==> src/rtl/rv_pkg.sv <==
// Shared integer-core constants and types used by the register file and its scoreboard.
package rv_pkg;

  localparam int XLEN        = 32;
  localparam int REG_ADDR_W  = 5;
  localparam int N_REGS      = 32;
  localparam int STALL_CNT_W = 16;

  typedef logic [REG_ADDR_W-1:0] reg_addr_t;
  typedef logic [XLEN-1:0]       xlen_t;

endpackage : rv_pkg

==> src/rtl/regfile_sb_scoreboard.sv <==
// Busy-bit scoreboard: tracks registers with an outstanding producer, detects
// RAW/WAW hazards for the issuing instruction and counts stalled issue cycles.
module regfile_sb_scoreboard #(
  parameter int N_REGS = rv_pkg::N_REGS,
  parameter int ADDR_W = rv_pkg::REG_ADDR_W,
  parameter int CNT_W  = rv_pkg::STALL_CNT_W
) (
  input  logic              clk,
  input  logic              rst,
  input  logic [ADDR_W-1:0] rs1_addr,
  input  logic [ADDR_W-1:0] rs2_addr,
  input  logic              iss_valid,
  input  logic [ADDR_W-1:0] iss_rd,
  output logic              iss_ready,
  input  logic              wb_valid,
  input  logic [ADDR_W-1:0] wb_rd,
  output logic [CNT_W-1:0]  stall_cnt
);

  logic [N_REGS-1:0] busy;
  logic [N_REGS-1:0] busy_nxt;
  logic              busy_eff_rs1;
  logic              busy_eff_rs2;
  logic              busy_eff_rd;
  logic              raw;
  logic              waw;
  logic              iss_fire;

  // A register whose producer is writing back this very cycle is no longer a
  // hazard: the bypass supplies the value. x0 is never a hazard.
  always_comb begin
    busy_eff_rs1 = busy[rs1_addr] && !(wb_valid && (wb_rd == rs1_addr)) && (rs1_addr != '0);
    busy_eff_rs2 = busy[rs2_addr] && !(wb_valid && (wb_rd == rs2_addr)) && (rs2_addr != '0);
    busy_eff_rd  = busy[iss_rd]   && !(wb_valid && (wb_rd == iss_rd))   && (iss_rd   != '0);
    raw          = busy_eff_rs1 || busy_eff_rs2;
    waw          = busy_eff_rd;
  end

  // Issue handshake: iss_ready is a pure function of hazards (never of
  // iss_valid); an instruction is accepted on a rising edge where both
  // iss_valid and iss_ready are high, and the issuer must hold its fields
  // stable while iss_valid is high and iss_ready is low.
  assign iss_ready = !rst && !raw && !waw;
  assign iss_fire  = iss_valid && iss_ready;

  // Next busy vector: write-back clears first, then a new producer sets, so a
  // same-cycle issue to the retiring rd leaves the bit set.
  always_comb begin
    busy_nxt = busy;
    if (wb_valid) begin
      busy_nxt[wb_rd] = 1'b0;
    end
    if (iss_fire && (iss_rd != '0)) begin
      busy_nxt[iss_rd] = 1'b1;
    end
    busy_nxt[0] = 1'b0;
  end

  // Busy vector register.
  always_ff @(posedge clk) begin
    if (rst) begin
      busy <= '0;
    end else begin
      busy <= busy_nxt;
    end
  end

  // Saturating count of cycles where an instruction waited on a hazard.
  always_ff @(posedge clk) begin
    if (rst) begin
      stall_cnt <= '0;
    end else if (iss_valid && !iss_ready && (stall_cnt != '1)) begin
      stall_cnt <= stall_cnt + 1'b1;
    end
  end

endmodule : regfile_sb_scoreboard

==> src/rtl/regfile_sb.sv <==
// Integer register file with write-back bypass and an integrated scoreboard.
// Feeds rs1/rs2 operands straight into the issue-stage operand muxes.
// ADDR_W is expected to equal $clog2(N_REGS).
module regfile_sb #(
  parameter int WIDTH  = rv_pkg::XLEN,
  parameter int N_REGS = rv_pkg::N_REGS,
  parameter int ADDR_W = rv_pkg::REG_ADDR_W,
  parameter int CNT_W  = rv_pkg::STALL_CNT_W
) (
  input  logic              clk,
  input  logic              rst,
  input  logic [ADDR_W-1:0] rs1_addr,
  input  logic [ADDR_W-1:0] rs2_addr,
  output logic [WIDTH-1:0]  rs1_data,
  output logic [WIDTH-1:0]  rs2_data,
  input  logic              iss_valid,
  input  logic [ADDR_W-1:0] iss_rd,
  output logic              iss_ready,
  input  logic              wb_valid,
  input  logic [ADDR_W-1:0] wb_rd,
  input  logic [WIDTH-1:0]  wb_data,
  output logic [CNT_W-1:0]  stall_cnt
);

  logic [WIDTH-1:0] regs [N_REGS];

  // Storage array; x0 is never written, so it stays zero after reset.
  always_ff @(posedge clk) begin
    if (rst) begin
      for (int i = 0; i < N_REGS; i++) begin
        regs[i] <= '0;
      end
    end else if (wb_valid && (wb_rd != '0)) begin
      regs[wb_rd] <= wb_data;
    end
  end

  // Zero-latency read ports: x0 reads zero, a same-cycle write-back wins over the array.
  always_comb begin
    rs1_data = regs[rs1_addr];
    rs2_data = regs[rs2_addr];
    if (rs1_addr == '0) begin
      rs1_data = '0;
    end else if (wb_valid && (wb_rd == rs1_addr)) begin
      rs1_data = wb_data;
    end
    if (rs2_addr == '0) begin
      rs2_data = '0;
    end else if (wb_valid && (wb_rd == rs2_addr)) begin
      rs2_data = wb_data;
    end
  end

  regfile_sb_scoreboard #(
    .N_REGS (N_REGS),
    .ADDR_W (ADDR_W),
    .CNT_W  (CNT_W)
  ) u_scoreboard (
    .clk       (clk),
    .rst       (rst),
    .rs1_addr  (rs1_addr),
    .rs2_addr  (rs2_addr),
    .iss_valid (iss_valid),
    .iss_rd    (iss_rd),
    .iss_ready (iss_ready),
    .wb_valid  (wb_valid),
    .wb_rd     (wb_rd),
    .stall_cnt (stall_cnt)
  );

endmodule : regfile_sb

==> config.mk <==
export PLATFORM = sky130hd
export DESIGN_NAME = regfile_sb
export DESIGN_NICKNAME = d
export VERILOG_FILES = /design/src/rtl/rv_pkg.sv /design/src/rtl/regfile_sb_scoreboard.sv /design/src/rtl/regfile_sb.sv
export SDC_FILE = /design/constraint.sdc
export NUM_CORES = 2
export LEC_CHECK = 0
export CAP_MARGIN = 10
export CELL_PAD_IN_SITES_DETAIL_PLACEMENT = 1
export CELL_PAD_IN_SITES_GLOBAL_PLACEMENT = 1
export CORE_MARGIN = 1
export CORE_UTILIZATION = 55
export CTS_CLUSTER_DIAMETER = 150
export DETAILED_ROUTE_END_ITERATION = 12
export MAX_ROUTING_LAYER = met4
export PLACE_DENSITY = 0.81
export REMOVE_ABC_BUFFERS = 1
export SKIP_LAST_GASP = 1
export SYNTH_ARGS = -nofsm -noshare
export SYNTH_HDL_FRONTEND = slang
export SYNTH_HIERARCHICAL = 1
export SYNTH_SLANG_ARGS = --single-unit
==> constraint.sdc <==
create_clock -name clk -period 7.95 [get_ports clk]
set_input_delay 1.59 -clock clk [delete_from_list [all_inputs] [get_ports clk]]
set_output_delay 1.59 -clock clk [all_outputs]
set_load 0.02 [all_outputs]
# Word level (Yosys, flattened, before mapping)
# Memory sizes are Yosys's and may differ from the RTL's.
# Cells that the tools add are included.
classes:
  mux: 24
  order_cmp: 6
  n_bitwise: 3
  n_addsub: 1
  n_reduce_logical: 33
  n_eq_ne: 4
ops:
  columns: ["cell", "count"]
  rows:
  - ["32-bit 2-to-1 mux", 7]
  - ["32-bit bitwise AND", 1]
  - ["32-bit NOT", 1]
  - ["32-bit OR", 1]
  - ["32-bit OR reduction", 1]
  - ["5-bit by 6-bit less-than comparator with 1-bit output (second input constant)", 4]
  - ["5-bit nonzero test", 4]
  - ["1-bit logical AND", 18]
  - ["16-bit by 1-bit adder with 16-bit output (second input constant)", 1]
  - ["16-bit inequality test (second input constant)", 1]
  - ["1-bit binary-select mux with 5-bit select", 3]
  - ["5-bit == test", 3]
  - ["1-bit 2-to-1 mux", 11]
  - ["1-bit demux with 5-bit select", 2]
  - ["5-bit by 1-bit >= comparator with 1-bit output (second input constant)", 2]
  - ["5-bit zero test", 2]
  - ["1-bit zero test", 7]
  - ["5-bit 2-to-1 mux", 1]
  - ["1-bit logical OR", 1]
totals:
  regBits: 48
  word_cells: 75
  output_inout_bits: 81
  ramBits: 1024
  in_bits: 56
  memories: 1
memory_table:
  columns: ["name", "words", "word_bits", "read_ports", "rd_ports_with_merged_regs", "wr", "line", "text"]
  rows:
  - ["regs", 32, 32, 2, 0, 32, "regfile_sb.sv:25", "logic [WIDTH-1:0] regs [N_REGS];"]

# Logic depth before layout (Yosys ltp)
depth:
  depth_word: 12
  depth_mapped: 11

# By module
# The synthesis kept the hierarchy.
by_module_without_submodules:
  columns: ["module", "area_per_inst_um2", "seq_area_each_um2", "n_inst", "cells_each"]
  rows:
  - ["regfile_sb", 54722.5, 30749.5, 1, 3740]
  - ["regfile_sb_scoreboard", 3345.7, 940.9, 1, 381]

# Least setup slack after synthesis
# No wires, ideal clock.
synth_timing:
  path_kind: "in2out"
  start: "input rs1_addr[1]"
  end: "output rs1_data[10]"
  slack_ns: 2.920
  n_path_buf: 3
  cell_stages: 7
  required_time_ns: 6.360
  arrival_ns: 3.440
  path_cell_list: "buf_2 buf_1 clkbuf_1 mux4_2 a2111oi_0 a21oi_1 a22o_1"
synth_via:
  elab_chain_cells: 4
synth_lines:
  columns: ["element", "line", "text"]
  rows:
  - ["from (decl)", "regfile_sb.sv:12", "input logic [ADDR_W-1:0] rs1_addr,"]
  - ["branches (longest 3 deep; another with memory 32 x 32 bit)", null, null]
  - ["32-bit 2-to-1 mux (*)", "regfile_sb.sv:42", "if (rs1_addr == '0) begin"]
  - ["to (decl)", "regfile_sb.sv:14", "output logic [WIDTH-1:0] rs1_data,"]
# Mark *: on every way between the ends.

# Final worst setup path
layout_timing:
  start: "input wb_rd[1]"
  end: "output rs2_data[17]"
layout_via:
  elab_chain_cells: 4
layout_lines:
  columns: ["element", "line", "text"]
  rows:
  - ["from (decl)", "regfile_sb.sv:20", "input logic [ADDR_W-1:0] wb_rd,"]
  - ["5-bit == test", "regfile_sb.sv:49", "end else if (wb_valid && (wb_rd == rs2_addr)) begin"]
  - ["1-bit logical AND", "regfile_sb.sv:49", null]
  - ["32-bit 2-to-1 mux", "regfile_sb.sv:49", null]
  - ["32-bit 2-to-1 mux", "regfile_sb.sv:47", "if (rs2_addr == '0) begin"]
  - ["to (decl)", "regfile_sb.sv:15", "output logic [WIDTH-1:0] rs2_data,"]
# Every way passes these cells.

==> summary.md <==
| Metric | Value |
|---|---|
| First-pass GRT wire length | 315.6 mm |
| Vias | 42230 |
| GRT Util Overall | between 40% and 50% |
| RSZ-0062 raised after global routing | no |
| Max Clock Skew | roughly 0.034 ns |
| Synth area leaders | edfxtp_1 53%, mux4_2 15%, and2_1 11%, mux2i_1 5.2%, clkbuf_1 2.1% |
| Clock Latency Late Sink | 0.74 ns |
| CTS tree | done |
| Final setup TNS | 0 ns |
| # DRC | 0 |
| Static Leak | between 20 and 25 nW |
| Synth-to-layout area growth | 11.92% |
| Clk slew on worst S/H paths | 0.06 ns |
| Commonest non-fill, non-tap cells in the layout | 1024 x edfxtp_1, 996 x and2_1, 394 x mux4_2, 304 x mux2i_1, 173 x buf_4 |
| Reg-to-reg setup timing slack | approximately 5 ns |
| Peak supply drop | ~200 uV |
| Cell row count | 118 |
| GPL Wtd Cong | 0.9067 |
| Mean Syn Cell Area | 14.09 um2 |
| Post-DRT Antenna Nets | 0 |
| Post-synth EDFFs | 1024 |
| Core region area | 104100 um2 |
| Synth Register Bits | 1071 |
| Distinct cell type count after synthesis | 73 |
| # IOs | around 140 |
| Port Buffer Count | ~140 |
| Critical path startpoint category | input pin |
| Arr. time, crit path | about 5.5 ns |
| Global route overflow | 0 |
| Post-Synthesis Cells | slightly above 4000 |
| Die Height | approximately 330 um |
| Die X | 326.9 um |
| Largest net degree at the start of global routing | 67 |
| Most common cell after layout, fill and taps aside | edfxtp_1 |
| Setup Crit Path Kind | input pin to output port |
| Fin crit period | between 7 and 8 ns |
| DIE AREA | about 110000 um2 |
| Yosys warns | 6 |
| DRT iter0 DRCs | between 6000 and 7000 |
| Final Hold Vio Count | 0 |
| Min-delay worst type | flop to flop |
| Post-CTS resize count | 0 |
| Slew HR | about 12% |
| Max Slew Vio Count | 0 |
| Yosys top cell by area | edfxtp_1 |
| Final WL | roughly 220 mm |
| Register area share after synthesis | a little over half |
| Total power | between 10 and 15 mW |
| Share of the synthesized area in the top cell type | between 50% and 60% |
| NumNets Final | between 4000 and 5000 |
| Primary FF master, synth | edfxtp_1 |
| Initial antenna violation count | 12 |
| CP Capture Type | output port |
| Worst Max-Slew Pin Slew | around 1.3 ns |
| CP Data Required Time | between 6 and 7 ns |
| Pre-Repair DR Iteration Count | 6 |
| Post-CTS setup buffer count | 0 |
| # hold bufs at CTS | 0 |
| Clock sink total | between 1000 and 1500 |
| Root buf cell | clkbuf_16 |
| Worst-case clock buffer depth | 3 |
| Max FO, Critical Path | 23 |
| Highest Clock Rate | around 0.14 GHz |
| MaxCap Viol Count | 0 |
| Setup Viol. Count Final | 0 |
| Hpwl dp | about 130 mm |
| Status | finished clean |
| Vias per cell | between 7 and 8 |
| Initial Utilization | between 50% and 60% |
| Fraction of registers with async set or reset after synthesis | 0% |
| Htree depth | 3 |
| Pwr per Cell Area | about 220 nW/um2 |
| Period utilization | 89.08% |
| Cell Area, Synth | between 50000 and 60000 um2 |
| Total CTS buffers | between 100 and 150 |
| Vias in the first global route | between 40000 and 50000 |
| Layout cells sized above 1 | between 20% and 30% |
| Routed length per instance | approximately 40 um |
[cells in the mapped netlist (42+ instances only)]
library cell  count
buf_2            78
dfxtp_1          47
a21oi_1          89
clkbuf_1        318
o221ai_1         43
edfxtp_1       1024
and2_1          997
a22o_1           56
mux2i_1         304
nand3_1          49
a22oi_1         136
nand2_1          65
mux4_2          394
nor2_1           56
o22ai_1          42
[layer usage]
metal / up-vias / routed length, um / track usage (%)
met4: 0 / 14940 / 25.40
met5: - / 0 / -
li1: 15971 / - / -
met2: 3704 / 104000 / 65.43
met1: 21690 / 76650 / 53.11
met3: 865 / 27820 / 9.489
[critical path, cell delays in order]
cell,delay [ns]
clkdlybuf4s50_1,0.90
xnor2_1,0.20
nand4_1,0.32
or2_2,0.74
a21oi_1,0.33
buf_4,0.35
a221o_1,0.37
clkdlybuf4s50_1,0.67
[per-stage QoR]
step                hold slack [ns]  cells  cell area (um2)  util (%)  setup slack, ns
global placement             0.4742   5407            61220     58.82            1.053
finish                       0.5027   5635            64990     62.44           0.8683
CTS                          0.4989   5626            64970     62.42           0.9550
detailed placement           0.4921   5407            61220     58.82            1.004
floorplan                    0.4524   3707            56250         -            1.742
global route                 0.5238   5631            64980     62.43           0.8692
[state kept, by name (all words and copies together), names as in the netlist]
register	count
regs	1024
u_scoreboard/busy	31
u_scoreboard/stall_cnt	16
[worst paths after layout]
check | start | depth (start not counted) | end
hold reg to reg | u_scoreboard/stall_cnt[8] | 2 | u_scoreboard/stall_cnt[8]
hold / removal | u_scoreboard/stall_cnt[8] | 2 | u_scoreboard/stall_cnt[8]
setup reg to reg | u_scoreboard/busy[26] | 8 | u_scoreboard/busy[4]
setup / recovery | wb_rd[1] | 8 | rs2_data[17]
[where the power goes]
part	total, mW	internal (mW)	switching (mW)
Sequential	6.67	6.48	0.185
Clock	5.42	3.05	2.37
Combinational	1.88	0.737	1.15
Total	14.0	10.3	3.71
[logic make-up (layout without fill, tap and decap cells)]
group | Yosys count | in the layout | share of synthesized area [%]
AOI/OAI and AO/OA | 557 | 557 | 7.091
xor gates and xnor gates | 25 | 25 | 0.3771
adders and majority gates | 1 | 1 | 0.02154
buffers and inverters | 452 | 546 | 3.376
DFF | 1071 | 1071 | 54.57
muxes | 716 | 716 | 21.00
other | 1 | 41 | 0.006458
and+or+nand+nor | 1298 | 1298 | 13.55
[layout make-up]
cell class                 count  area, um2
tap                         1380       1727
clock inverter                65      503.0
multi-input combinational   2629      24850
inverter                       7      26.28
clock buffer                 154       3242
fill                        9568      39100
timing repair buffer         320       2927
antenna                        9      22.52
sequential                  1071      31690
No activity file was read; power rests on OpenSTA's default activity.
